### config.mk
export PLATFORM = sky130hd
export DESIGN_NAME = pipeline_hazard_ctrl_flat
export DESIGN_NICKNAME = d
export VERILOG_FILES = /design/src/rtl/cpu_pkg.sv /design/src/rtl/pipeline_hazard_ctrl_if.sv /design/src/rtl/pipeline_hazard_ctrl_mdu_busy_fsm.sv /design/src/rtl/pipeline_hazard_ctrl.sv /design/src/flat_wrapper.sv
export SDC_FILE = /design/constraint.sdc
export NUM_CORES = 1
export LEC_CHECK = 0
export ABC_AREA = 1
export CAP_MARGIN = 30
export CORE_AREA = 2 2 64 66
export CTS_BUF_LIST = sky130_fd_sc_hd__clkbuf_16
export DETAILED_ROUTE_END_ITERATION = 16
export DIE_AREA = 0 0 66 68
export MAX_ROUTING_LAYER = met4
export PLACE_DENSITY = 0.81
export SLEW_MARGIN = 25
export SYNTH_ARGS = -nofsm -noshare
export SYNTH_HDL_FRONTEND = slang
export SYNTH_HIERARCHICAL = 1
export SYNTH_SLANG_ARGS = --single-unit
### constraint.sdc
create_clock -name Clk -period 1.7 [get_ports Clk]
set_clock_uncertainty 0.05 [all_clocks]
set_input_delay 0.255 -clock Clk [delete_from_list [all_inputs] [get_ports Clk]]
set_output_delay 0.255 -clock Clk [all_outputs]
set_load 0.02 [all_outputs]
### src/rtl/cpu_pkg.sv
// Shared CPU definitions: default widths and latencies plus the MDU sequencer state type.
package cpu_pkg;

  localparam int REG_W    = 5;
  localparam int MULT_LAT = 4;
  localparam int DIV_LAT  = 32;
  localparam int CNT_W    = 16;

  typedef enum logic {
    MDU_IDLE = 1'b0,
    MDU_BUSY = 1'b1
  } mdu_state_e;

  function automatic int lat_max(input int a, input int b);
    return (a > b) ? a : b;
  endfunction

endpackage

### src/rtl/pipeline_hazard_ctrl_if.sv
// Hazard-controller bundle: ID/EX hazard inputs from the pipeline, write/flush enables back to it.
interface pipeline_hazard_ctrl_if #(
  parameter int REG_W = cpu_pkg::REG_W,
  parameter int CNT_W = cpu_pkg::CNT_W
);

  logic [REG_W-1:0] ID_Rs;
  logic [REG_W-1:0] ID_Rt;
  logic             ID_UsesRs;
  logic             ID_UsesRt;
  logic             ID_MduStart;
  logic             ID_MduDiv;
  logic             ID_HiLoRead;
  logic             EX_MemRead;
  logic [REG_W-1:0] EX_Rd;
  logic             EX_BranchTaken;
  logic             Mem_Wait;

  logic             PC_Write;
  logic             IFID_Write;
  logic             IFID_Flush;
  logic             IDEX_Write;
  logic             IDEX_Flush;
  logic             EXMEM_Write;
  logic             Mdu_Go;
  logic             Mdu_Busy;
  logic [CNT_W-1:0] Stall_Cnt;

  modport master (
    output ID_Rs, ID_Rt, ID_UsesRs, ID_UsesRt, ID_MduStart, ID_MduDiv, ID_HiLoRead,
    output EX_MemRead, EX_Rd, EX_BranchTaken, Mem_Wait,
    input  PC_Write, IFID_Write, IFID_Flush, IDEX_Write, IDEX_Flush, EXMEM_Write,
    input  Mdu_Go, Mdu_Busy, Stall_Cnt
  );

  modport slave (
    input  ID_Rs, ID_Rt, ID_UsesRs, ID_UsesRt, ID_MduStart, ID_MduDiv, ID_HiLoRead,
    input  EX_MemRead, EX_Rd, EX_BranchTaken, Mem_Wait,
    output PC_Write, IFID_Write, IFID_Flush, IDEX_Write, IDEX_Flush, EXMEM_Write,
    output Mdu_Go, Mdu_Busy, Stall_Cnt
  );

endinterface

### src/rtl/pipeline_hazard_ctrl_mdu_busy_fsm.sv
// MDU busy sequencer: issues the start pulse and tracks the remaining latency of the operation.
module mdu_busy_fsm
  import cpu_pkg::*;
#(
  parameter int MULT_LAT = cpu_pkg::MULT_LAT,
  parameter int DIV_LAT  = cpu_pkg::DIV_LAT
) (
  input  logic Clk,
  input  logic Rst,
  input  logic start_ok,
  input  logic div,
  input  logic mem_wait,
  output logic mdu_go,
  output logic mdu_busy
);

  localparam int MAX_LAT = lat_max(MULT_LAT, DIV_LAT);
  localparam int CW      = (MAX_LAT > 1) ? $clog2(MAX_LAT) : 1;
  localparam logic [CW-1:0] MUL_LOAD = CW'(MULT_LAT - 1);
  localparam logic [CW-1:0] DIV_LOAD = CW'(DIV_LAT - 1);
  localparam logic [CW-1:0] CNT_ZERO = {CW{1'b0}};
  localparam logic [CW-1:0] CNT_ONE  = CW'(1);

  mdu_state_e    state_q, state_d;
  logic [CW-1:0] count_q, count_d;

  // State and remaining-latency registers.
  always_ff @(posedge Clk) begin
    if (!Rst) begin
      state_q <= MDU_IDLE;
      count_q <= CNT_ZERO;
    end else begin
      state_q <= state_d;
      count_q <= count_d;
    end
  end

  // Next state; the count is held while the pipeline is frozen by memory.
  always_comb begin
    state_d = state_q;
    count_d = count_q;
    mdu_go  = 1'b0;
    case (state_q)
      MDU_IDLE: begin
        if (start_ok) begin
          state_d = MDU_BUSY;
          count_d = div ? DIV_LOAD : MUL_LOAD;
          mdu_go  = 1'b1;
        end else begin
          state_d = MDU_IDLE;
        end
      end
      MDU_BUSY: begin
        if (mem_wait) begin
          count_d = count_q;
        end else if (count_q == CNT_ZERO) begin
          state_d = MDU_IDLE;
        end else begin
          count_d = count_q - CNT_ONE;
        end
      end
      default: begin
        state_d = MDU_IDLE;
        count_d = CNT_ZERO;
      end
    endcase
  end

  assign mdu_busy = Rst && (state_q == MDU_BUSY);

endmodule

### src/rtl/pipeline_hazard_ctrl.sv
// Hazard/stall controller: load-use and MDU hazard decode, enable priority and stall-cycle counter.
module pipeline_hazard_ctrl
  import cpu_pkg::*;
#(
  parameter int REG_W    = cpu_pkg::REG_W,
  parameter int MULT_LAT = cpu_pkg::MULT_LAT,
  parameter int DIV_LAT  = cpu_pkg::DIV_LAT,
  parameter int CNT_W    = cpu_pkg::CNT_W
) (
  input  logic                   Clk,
  input  logic                   Rst,
  pipeline_hazard_ctrl_if.slave  hz
);

  localparam logic [REG_W-1:0] REG_ZERO = {REG_W{1'b0}};
  localparam logic [CNT_W-1:0] CNT_MAX  = {CNT_W{1'b1}};
  localparam logic [CNT_W-1:0] CNT_ONE  = CNT_W'(1);

  logic             lu_hazard;
  logic             md_hazard;
  logic             start_ok;
  logic             stall_inc;
  logic             mdu_go;
  logic             mdu_busy;
  logic             pc_write, ifid_write, ifid_flush, idex_write, idex_flush, exmem_write;
  logic [CNT_W-1:0] stall_cnt_q, stall_cnt_d;

  // Hazard decode; an MDU start is taken only when the ID instruction really moves to EX.
  always_comb begin
    lu_hazard = hz.EX_MemRead && (hz.EX_Rd != REG_ZERO) &&
                ((hz.ID_UsesRs && (hz.ID_Rs == hz.EX_Rd)) ||
                 (hz.ID_UsesRt && (hz.ID_Rt == hz.EX_Rd)));
    md_hazard = mdu_busy && (hz.ID_HiLoRead || hz.ID_MduStart);
    start_ok  = Rst && hz.ID_MduStart && !hz.Mem_Wait && !hz.EX_BranchTaken &&
                !lu_hazard && !md_hazard;
    stall_inc = hz.Mem_Wait || ((lu_hazard || md_hazard) && !hz.EX_BranchTaken);
  end

  mdu_busy_fsm #(
    .MULT_LAT (MULT_LAT),
    .DIV_LAT  (DIV_LAT)
  ) u_mdu_fsm (
    .Clk      (Clk),
    .Rst      (Rst),
    .start_ok (start_ok),
    .div      (hz.ID_MduDiv),
    .mem_wait (hz.Mem_Wait),
    .mdu_go   (mdu_go),
    .mdu_busy (mdu_busy)
  );

  // Enable/flush priority: reset, memory freeze, taken branch, stall, normal flow.
  always_comb begin
    pc_write    = 1'b1;
    ifid_write  = 1'b1;
    ifid_flush  = 1'b0;
    idex_write  = 1'b1;
    idex_flush  = 1'b0;
    exmem_write = 1'b1;
    if (!Rst) begin
      pc_write    = 1'b0;
      ifid_write  = 1'b0;
      ifid_flush  = 1'b1;
      idex_write  = 1'b0;
      idex_flush  = 1'b1;
      exmem_write = 1'b0;
    end else if (hz.Mem_Wait) begin
      pc_write    = 1'b0;
      ifid_write  = 1'b0;
      idex_write  = 1'b0;
      exmem_write = 1'b0;
    end else if (hz.EX_BranchTaken) begin
      ifid_flush  = 1'b1;
      idex_flush  = 1'b1;
    end else if (lu_hazard || md_hazard) begin
      pc_write    = 1'b0;
      ifid_write  = 1'b0;
      idex_flush  = 1'b1;
    end else begin
      pc_write    = 1'b1;
    end
  end

  // Saturating stall-cycle counter.
  always_comb begin
    stall_cnt_d = stall_cnt_q;
    if (stall_inc && (stall_cnt_q != CNT_MAX)) begin
      stall_cnt_d = stall_cnt_q + CNT_ONE;
    end else begin
      stall_cnt_d = stall_cnt_q;
    end
  end

  // Stall counter register.
  always_ff @(posedge Clk) begin
    if (!Rst) begin
      stall_cnt_q <= {CNT_W{1'b0}};
    end else begin
      stall_cnt_q <= stall_cnt_d;
    end
  end

  assign hz.PC_Write    = pc_write;
  assign hz.IFID_Write  = ifid_write;
  assign hz.IFID_Flush  = ifid_flush;
  assign hz.IDEX_Write  = idex_write;
  assign hz.IDEX_Flush  = idex_flush;
  assign hz.EXMEM_Write = exmem_write;
  assign hz.Mdu_Go      = mdu_go;
  assign hz.Mdu_Busy    = mdu_busy;
  assign hz.Stall_Cnt   = stall_cnt_q;

endmodule

### src/flat_wrapper.sv
// flat-port wrapper written by rule: the top's interface ports become plain ports
module pipeline_hazard_ctrl_flat import cpu_pkg::*;
#(
  parameter int REG_W    = cpu_pkg::REG_W,
  parameter int MULT_LAT = cpu_pkg::MULT_LAT,
  parameter int DIV_LAT  = cpu_pkg::DIV_LAT,
  parameter int CNT_W    = cpu_pkg::CNT_W
)
  (Clk, Rst, hz_ID_Rs, hz_ID_Rt, hz_ID_UsesRs, hz_ID_UsesRt, hz_ID_MduStart, hz_ID_MduDiv, hz_ID_HiLoRead, hz_EX_MemRead, hz_EX_Rd, hz_EX_BranchTaken, hz_Mem_Wait, hz_PC_Write, hz_IFID_Write, hz_IFID_Flush, hz_IDEX_Write, hz_IDEX_Flush, hz_EXMEM_Write, hz_Mdu_Go, hz_Mdu_Busy, hz_Stall_Cnt);
  pipeline_hazard_ctrl_if #(.REG_W(REG_W), .CNT_W(CNT_W)) hz_i ();
  input  logic Clk;
  input  logic Rst;
  input wire logic [$bits(hz_i.ID_Rs)-1:0] hz_ID_Rs;
  input wire logic [$bits(hz_i.ID_Rt)-1:0] hz_ID_Rt;
  input wire logic [$bits(hz_i.ID_UsesRs)-1:0] hz_ID_UsesRs;
  input wire logic [$bits(hz_i.ID_UsesRt)-1:0] hz_ID_UsesRt;
  input wire logic [$bits(hz_i.ID_MduStart)-1:0] hz_ID_MduStart;
  input wire logic [$bits(hz_i.ID_MduDiv)-1:0] hz_ID_MduDiv;
  input wire logic [$bits(hz_i.ID_HiLoRead)-1:0] hz_ID_HiLoRead;
  input wire logic [$bits(hz_i.EX_MemRead)-1:0] hz_EX_MemRead;
  input wire logic [$bits(hz_i.EX_Rd)-1:0] hz_EX_Rd;
  input wire logic [$bits(hz_i.EX_BranchTaken)-1:0] hz_EX_BranchTaken;
  input wire logic [$bits(hz_i.Mem_Wait)-1:0] hz_Mem_Wait;
  output wire logic [$bits(hz_i.PC_Write)-1:0] hz_PC_Write;
  output wire logic [$bits(hz_i.IFID_Write)-1:0] hz_IFID_Write;
  output wire logic [$bits(hz_i.IFID_Flush)-1:0] hz_IFID_Flush;
  output wire logic [$bits(hz_i.IDEX_Write)-1:0] hz_IDEX_Write;
  output wire logic [$bits(hz_i.IDEX_Flush)-1:0] hz_IDEX_Flush;
  output wire logic [$bits(hz_i.EXMEM_Write)-1:0] hz_EXMEM_Write;
  output wire logic [$bits(hz_i.Mdu_Go)-1:0] hz_Mdu_Go;
  output wire logic [$bits(hz_i.Mdu_Busy)-1:0] hz_Mdu_Busy;
  output wire logic [$bits(hz_i.Stall_Cnt)-1:0] hz_Stall_Cnt;
  assign hz_i.ID_Rs = hz_ID_Rs;
  assign hz_i.ID_Rt = hz_ID_Rt;
  assign hz_i.ID_UsesRs = hz_ID_UsesRs;
  assign hz_i.ID_UsesRt = hz_ID_UsesRt;
  assign hz_i.ID_MduStart = hz_ID_MduStart;
  assign hz_i.ID_MduDiv = hz_ID_MduDiv;
  assign hz_i.ID_HiLoRead = hz_ID_HiLoRead;
  assign hz_i.EX_MemRead = hz_EX_MemRead;
  assign hz_i.EX_Rd = hz_EX_Rd;
  assign hz_i.EX_BranchTaken = hz_EX_BranchTaken;
  assign hz_i.Mem_Wait = hz_Mem_Wait;
  assign hz_PC_Write = hz_i.PC_Write;
  assign hz_IFID_Write = hz_i.IFID_Write;
  assign hz_IFID_Flush = hz_i.IFID_Flush;
  assign hz_IDEX_Write = hz_i.IDEX_Write;
  assign hz_IDEX_Flush = hz_i.IDEX_Flush;
  assign hz_EXMEM_Write = hz_i.EXMEM_Write;
  assign hz_Mdu_Go = hz_i.Mdu_Go;
  assign hz_Mdu_Busy = hz_i.Mdu_Busy;
  assign hz_Stall_Cnt = hz_i.Stall_Cnt;
  pipeline_hazard_ctrl #(.REG_W(REG_W), .MULT_LAT(MULT_LAT), .DIV_LAT(DIV_LAT), .CNT_W(CNT_W)) u_core (.Clk(Clk), .Rst(Rst), .hz(hz_i));
endmodule
# Yosys cells after proc, flatten, opt, wreduce, memory -nomap -nowiden
# Index checks and enable logic that the tools add are counted.
dict set report classes {
  eq_ne 6
  bitwise 1
  n_reduce_logical 24
  mux 23
  addsub 2
}
# op n
set ops {}
lappend ops {{$mux 5} 4}
lappend ops {{$mux 1} 17}
lappend ops {{$add 16x1->16 const B} 1}
lappend ops {{$ne 16x16->1 const B} 1}
lappend ops {{$logic_and 1x1->1} 13}
lappend ops {{$eq 5x5->1} 2}
lappend ops {{$pmux 5 s2} 1}
lappend ops {{$logic_not 5->1} 1}
lappend ops {{$reduce_bool 5->1} 1}
lappend ops {{$sub 5x1->5 const B} 1}
lappend ops {{$logic_not 1->1} 4}
lappend ops {{$logic_or 1x1->1} 4}
lappend ops {{$ne 2x2->1 const B} 2}
lappend ops {{$reduce_and 3->1} 1}
lappend ops {{$ne 2x1->1 const B} 1}
lappend ops {{$pmux 1 s2} 1}
lappend ops {{$not 1->1} 1}
dict set report totals {
  input_bits 25
  register_bits 22
  out_inout_bits 24
  word_cells 59
}

# Depth between registers and ports, before layout
dict set report logic_depth {
  word_depth 9
  depth_mapped 14
  ltp_nobuf 14
}

# By module
# Netlist, hierarchy kept.
# module cells_each area_per_inst_um2 seq_area_each_um2 n_inst
set by_module_without_submodules {}
lappend by_module_without_submodules {pipeline_hazard_ctrl 250 1411.4 320.3 1}
lappend by_module_without_submodules {mdu_busy_fsm 61 395.4 120.1 1}

# Worst setup path before layout
# OpenSTA, ideal clock, no wires.
dict set report synth_timing {
  path_type {reg-to-output}
  startpoint {reg u_core.u_mdu_fsm.state_q}
  endpoint {out hz_PC_Write}
  stages_incl_launch_ff 8
  setup_slack_ns -0.203
  n_path_buf 2
  arrival_ns 1.598
  t_required_ns 1.395
  path_cell_list {dfxtp_1 nand2_1 inv_1 o21ai_0 nand3_4 buf_6 a21oi_1 buf_4}
}
dict set report synth_between {
  elab_chain_len 7
}
# item line
set synth_lines {}
lappend synth_lines {{start, declared} pipeline_hazard_ctrl_mdu_busy_fsm.sv:24} ;# mdu_state_e state_q, state_d;
lappend synth_lines {{start signal, assigned} pipeline_hazard_ctrl_mdu_busy_fsm.sv:33} ;# state_q <= state_d;
lappend synth_lines {{$logic_and 1x1->1} pipeline_hazard_ctrl_mdu_busy_fsm.sv:69} ;# assign mdu_busy = Rst && (state_q == MDU_BUSY);
lappend synth_lines {{via hz_Mdu_Busy} flat_wrapper.sv:31} ;# output wire logic [$bits(hz_i.Mdu_Busy)-1:0] hz_Mdu_Busy;
lappend synth_lines {{$logic_and 1x1->1} pipeline_hazard_ctrl.sv:33} ;# md_hazard = mdu_busy && (hz.ID_HiLoRead || hz.ID_MduStart);
lappend synth_lines {{$logic_or 1x1->1} pipeline_hazard_ctrl.sv:75} ;# end else if (lu_hazard || md_hazard) begin
lappend synth_lines {{$mux 1 (4 in series)} -}
lappend synth_lines {{end, declared} flat_wrapper.sv:24} ;# output wire logic [$bits(hz_i.PC_Write)-1:0] hz_PC_Write;
# The timed path passes the listed nets, and every way through them passes these cells.

# Worst setup path in the final report
dict set report layout_timing {
  startpoint {reg u_core.stall_cnt_q[3], in the netlist u_core/hz.Stall_Cnt[3]}
  endpoint {out hz_Stall_Cnt[3]}
}
# item line
set layout_rtl {}
lappend layout_rtl {{start, declared} pipeline_hazard_ctrl.sv:26} ;# logic [CNT_W-1:0] stall_cnt_q, stall_cnt_d;
lappend layout_rtl {{start signal, assigned} pipeline_hazard_ctrl.sv:97} ;# stall_cnt_q <= {CNT_W{1'b0}};
lappend layout_rtl {{start signal, assigned} pipeline_hazard_ctrl.sv:99} ;# stall_cnt_q <= stall_cnt_d;
lappend layout_rtl {{end, declared} flat_wrapper.sv:32} ;# output wire logic [$bits(hz_i.Stall_Cnt)-1:0] hz_Stall_Cnt;
# No word-level cell between the ends.

==> reports/metrics.sh <==
DIE_AREA_UM2=4490
DETAIL_ROUTE.VIAS_PER_CELL=4.90
WORSTSETUPSTARTPOINT='u_core/hz.Stall_Cnt[3]'
INITIAL_UTILIZATION_PCT=46.9
GP_ROUTABILITY_CONGESTION=0.863
PLACE_HPWL_UM=3490
POST-LAYOUT-TOTAL-POWER_mW=1.43
GRT_PASS1_WL_UM=7760
NETLIST-CELL-TYPE-COUNT=29
ANTENNA_CELLS=0
CLOCK_LATENCY_NS=0.26
POWER_FRAC_COMB_PCT=25.3
CELL_INTERNAL_PWR_mW=1.01
PERIOD_SHARE_PCT=97.7
POWER.DENSITY_CELL_AREA_nW_PER_UM2=551
FF2FF_PATH_DEPTH=8
SYNTH_AREA_PER_CELL_UM2=5.81
VIAS_IN_THE_FIRST_GLOBAL_ROUTE=1888
POWER.CLOCK.FRACTION_PCT=35.5
CRITICAL_PATH.REG2REG.STARTPOINT='u_core/hz.Stall_Cnt[0]'
DIE_WIDTH_UM=66
CTS_BUF_COUNT=3
DRTANTENNAVIOLNETS=0
WL_PER_CELL_UM=11.3
REMAINING_DRC_ERRORS=0
LEAKAGE_nW=1.43
ANTENNA_FOUND_INITIAL=0
WIRELENGTH_ROUTED_UM=4860
REG2REG_SETUP_SLACK_NS=0.07
TIMING_MAX_TRANSITION_VIOLATIONS_FINAL=0
SYNTH.FF_LATCH_COUNT=22
HOLDPATHEND='u_core/u_mdu_fsm/count_q[1]'
ASYNC_S_R_FF_SHARE_SYNTH_PCT=0
FIRSTDRTPASSITERS=4
CRITPATHCAPTURETYPE='primary output'
HOLDCRITPATHCLASS='reg2reg'
TIMING.CRITICAL_PATH.REQUIRED_NS=1.39
TIGHTEST_SLEW_MARGIN_RELATIVE_TO_THE_LIMIT_PCT=78.7
FMAXACHIEVABLE_MHz=602
YS.WARNINGS.COUNT=6
SETUP_VIOL=0
ROW_COUNT=23
WORST_EP_ARRIVAL_TIME_NS=1.36
TIMING.HOLD.WORST.START='u_core/u_mdu_fsm/count_q[1]'
CTS_ROOT_BUF='sky130_fd_sc_hd__clkbuf_16'
FIRST_ITER_VIOLATIONS=98
SYN_AREA_UM2=1810
CLK_PIN_SLEW_WORST_SETUP_HOLD_PATHS_NS=0.06
FINAL_LAYOUT_SIZE_SUFFIX_GT1_SHARE_PCT=23.7
SLEW_OF_THE_PIN_WITH_THE_LOWEST_SLEW_MARGIN_NS=0.318
OUTCOME='finished clean'
SYNTH.MOST_COMMON_CELL='sky130_fd_sc_hd__nand2_1'
LAYOUT.AREA.SEQ_UM2=443
GRT-OVFL-TOTAL=0
TOTAL_AREA_OF_MULTI_INPUT_COMBINATIONAL_CELLS_UM2=1150
CTS_TREE='built'
RSZ_0062_RAISED_AFTER_GLOBAL_ROUTING='yes'
FLOW.AREA_GROWTH_FROM_SYNTHESIS_PCT=43.5
FILLCELLCOUNT=338
CELLS_AFTER_SYNTHESIS=311
SYNTH.LARGEST_AREA_CELL='sky130_fd_sc_hd__dfxtp_1'
TRACK_USAGE_PCT=22.4
DRV_CAP=0
SYNTH_COMMONEST_CELLS='sky130_fd_sc_hd__nand2_1 (98), sky130_fd_sc_hd__inv_1 (53), sky130_fd_sc_hd__nor2_1 (50)'
CTS.HTREE.LEVELS=1
WORST_R2R_ENDPOINT='u_core/hz.Stall_Cnt[14]'
CRITICAL_PATH.MAX_FANOUT=4
TOTAL_SWITCHING_POWER_mW=0.416
REPORT.FINAL.HOLD_VIOL_COUNT=0
FINAL_NET_COUNT=407
BUFFER_PORTS.INSERTED=48
POWER_SWITCHING_SHARE_PCT=29.1
TRITONCTS_NUM_SINKS=22
CLOCK_TREE.BUFFER_DEPTH=2
CORE_AREA_UM2=3860
FINALHOLDWORSTSLACK_NS=0.424
DESIGN.PORTCOUNT=49
YOSYS.AREA.TOP_TYPE_SHARE_PCT=24.4
DIE_H_UM=68
CRIT_PATH_START_KIND='flop'
DOMINANT_SYNTHESIZED_FLOP_CELL='sky130_fd_sc_hd__dfxtp_1'
GRT_MAX_DEGREE=23
CRITPATHKIND='reg2out'
POSTCTSHOLDBUFS=0
SEQUENTIAL_SHARE_OF_THE_SYNTHESIZED_AREA_PCT=24.4
BIGGEST_AREA_CONTRIBUTORS_IN_THE_SYNTHESIZED_NETLIST='sky130_fd_sc_hd__dfxtp_1 (24%), sky130_fd_sc_hd__nand2_1 (20%), sky130_fd_sc_hd__inv_1 (11%), sky130_fd_sc_hd__nor2_1 (10%), sky130_fd_sc_hd__nand3_1 (6.1%)'
VIA_COUNT=2104
SYNTH_EDF_COUNT=0
VDD_DROP_MAX_mV=0.586
SYN_NETS=338
POST-ROUTE-MIN-PERIOD_NS=1.66
POWER.SHARE.SEQUENTIAL_PCT=39.1
CELL_DEPTH_OF_THE_WORST_HOLD_PATH=2
-- worst max-delay path by stage --
stage	to	slack, ns	depth (start not counted)
after floorplan	u_core/hz.Stall_Cnt[15]	0.003	10
after global placement	hz_Mdu_Go	-0.74	11
after detailed placement	hz_Mdu_Go	-0.78	11
after CTS	hz_IFID_Write	0.0006	6
after global routing	hz_Mdu_Go	-0.06	11
final	hz_Stall_Cnt[3]	0.04	2
-- power by group through the flow --
| stage | clock network, mW | logic (mW) | registers, mW |
|---|---|---|---|
| floorplan | 0 | 0.186 | 0.583 |
| global placement | 0 | 0.350 | 0.567 |
| detailed placement | 0 | 0.357 | 0.567 |
| CTS | 0.511 | 0.353 | 0.556 |
| global route | 0.534 | 0.401 | 0.561 |
| finish | 0.507 | 0.362 | 0.558 |
-- critical path: stages, from the launching register on --
cell	delay [ns]
sky130_fd_sc_hd__dfxtp_1	0.36
sky130_fd_sc_hd__buf_4	0.15
sky130_fd_sc_hd__clkdlybuf4s50_1	0.60
-- flip-flops by register name (all words and copies together), names as in the netlist --
signal	flops
u_core/u_mdu_fsm/count_q	5
u_core/u_mdu_fsm/state_q	1
u_core/hz.Stall_Cnt	16
-- per-stage QoR --
| stage | instances | utilization [%] | setup TNS (ns) | setup WS (ns) | instance area (µm²) |
|---|---|---|---|---|---|
| floorplan | 311 | - | 0 | 0.00304 | 1820 |
| global placement | 423 | 63.9 | -10.75 | -0.742 | 2460 |
| detailed placement | 423 | 63.9 | -12.01 | -0.782 | 2460 |
| CTS | 429 | 66.7 | 0 | 0.000602 | 2570 |
| global route | 429 | 67.2 | -0.0861 | -0.0636 | 2590 |
| finish | 429 | 67.2 | 0 | 0.0390 | 2590 |
-- cells by family (layout without fill, tap and decap cells) --
logic type / after synthesis / in the layout / share of synthesized area (%)
AO/OA/AOI/OAI: 11 / 11 / 3.46
flip-flops: 22 / 22 / 24.4
XOR/XNOR: 3 / 3 / 1.45
adder cells (fa/ha/maj): 2 / 2 / 1.38
AND/OR/NAND/NOR: 205 / 205 / 53.6
buffers and inverters: 68 / 136 / 15.7
-- area by class of cell --
class | instances | share of cell area [%]
inverter | 61 | 9.03
timing repair buffer | 71 | 24.0
clock inverter | 1 | 0.145
clock buffer | 3 | 2.90
tap | 50 | 2.41
multi-input combinational | 221 | 44.4
sequential | 22 | 17.1
-- repair_timing --
item / 4_1_cts / 5_1_grt
setup buffers: 3 / 1
endpoints found under the setup margin: 30 / 27
pin swaps: 20 / 29
endpoints found under the hold margin: 0 / 0
gates resized for setup: 74 / 48
-- layout by cell type (no fill, tap or decap), types with 2 or more instances in the layout --
master,Yosys,final
sky130_fd_sc_hd__dfxtp_1,22,20
sky130_fd_sc_hd__inv_1,53,48
sky130_fd_sc_hd__a21oi_1,6,5
sky130_fd_sc_hd__nand2_1,98,95
sky130_fd_sc_hd__dlymetal6s2s_1,0,5
sky130_fd_sc_hd__inv_2,7,10
sky130_fd_sc_hd__nand2_4,2,2
sky130_fd_sc_hd__clkinv_1,1,2
sky130_fd_sc_hd__nand3_1,22,21
sky130_fd_sc_hd__nor2_2,1,5
sky130_fd_sc_hd__xor2_1,3,3
sky130_fd_sc_hd__dlygate4sd2_1,0,8
sky130_fd_sc_hd__clkdlybuf4s50_1,0,15
sky130_fd_sc_hd__nor3_4,1,2
sky130_fd_sc_hd__nand3_2,1,2
sky130_fd_sc_hd__nand4_1,14,14
sky130_fd_sc_hd__nor2_4,3,3
sky130_fd_sc_hd__o21ai_0,4,2
sky130_fd_sc_hd__nor2_1,50,46
sky130_fd_sc_hd__buf_6,1,6
sky130_fd_sc_hd__clkbuf_2,0,10
sky130_fd_sc_hd__buf_2,2,2
sky130_fd_sc_hd__inv_4,0,2
sky130_fd_sc_hd__nand2_2,3,6
sky130_fd_sc_hd__nand3_4,3,3
sky130_fd_sc_hd__nor3_1,3,2
sky130_fd_sc_hd__clkbuf_16,0,3
sky130_fd_sc_hd__dfxtp_2,0,2
sky130_fd_sc_hd__nor3_2,2,2
sky130_fd_sc_hd__buf_4,2,22
-- routing by layer --
layer	wire length [µm]	vias up	GRT usage, %
met2	2500	66	40.0
met4	62	0	8.67
met1	2020	942	25.6
met5	0	-	-
li1	-	1088	-
met3	270	8	3.13
No activity file was read; power rests on OpenSTA's default activity.
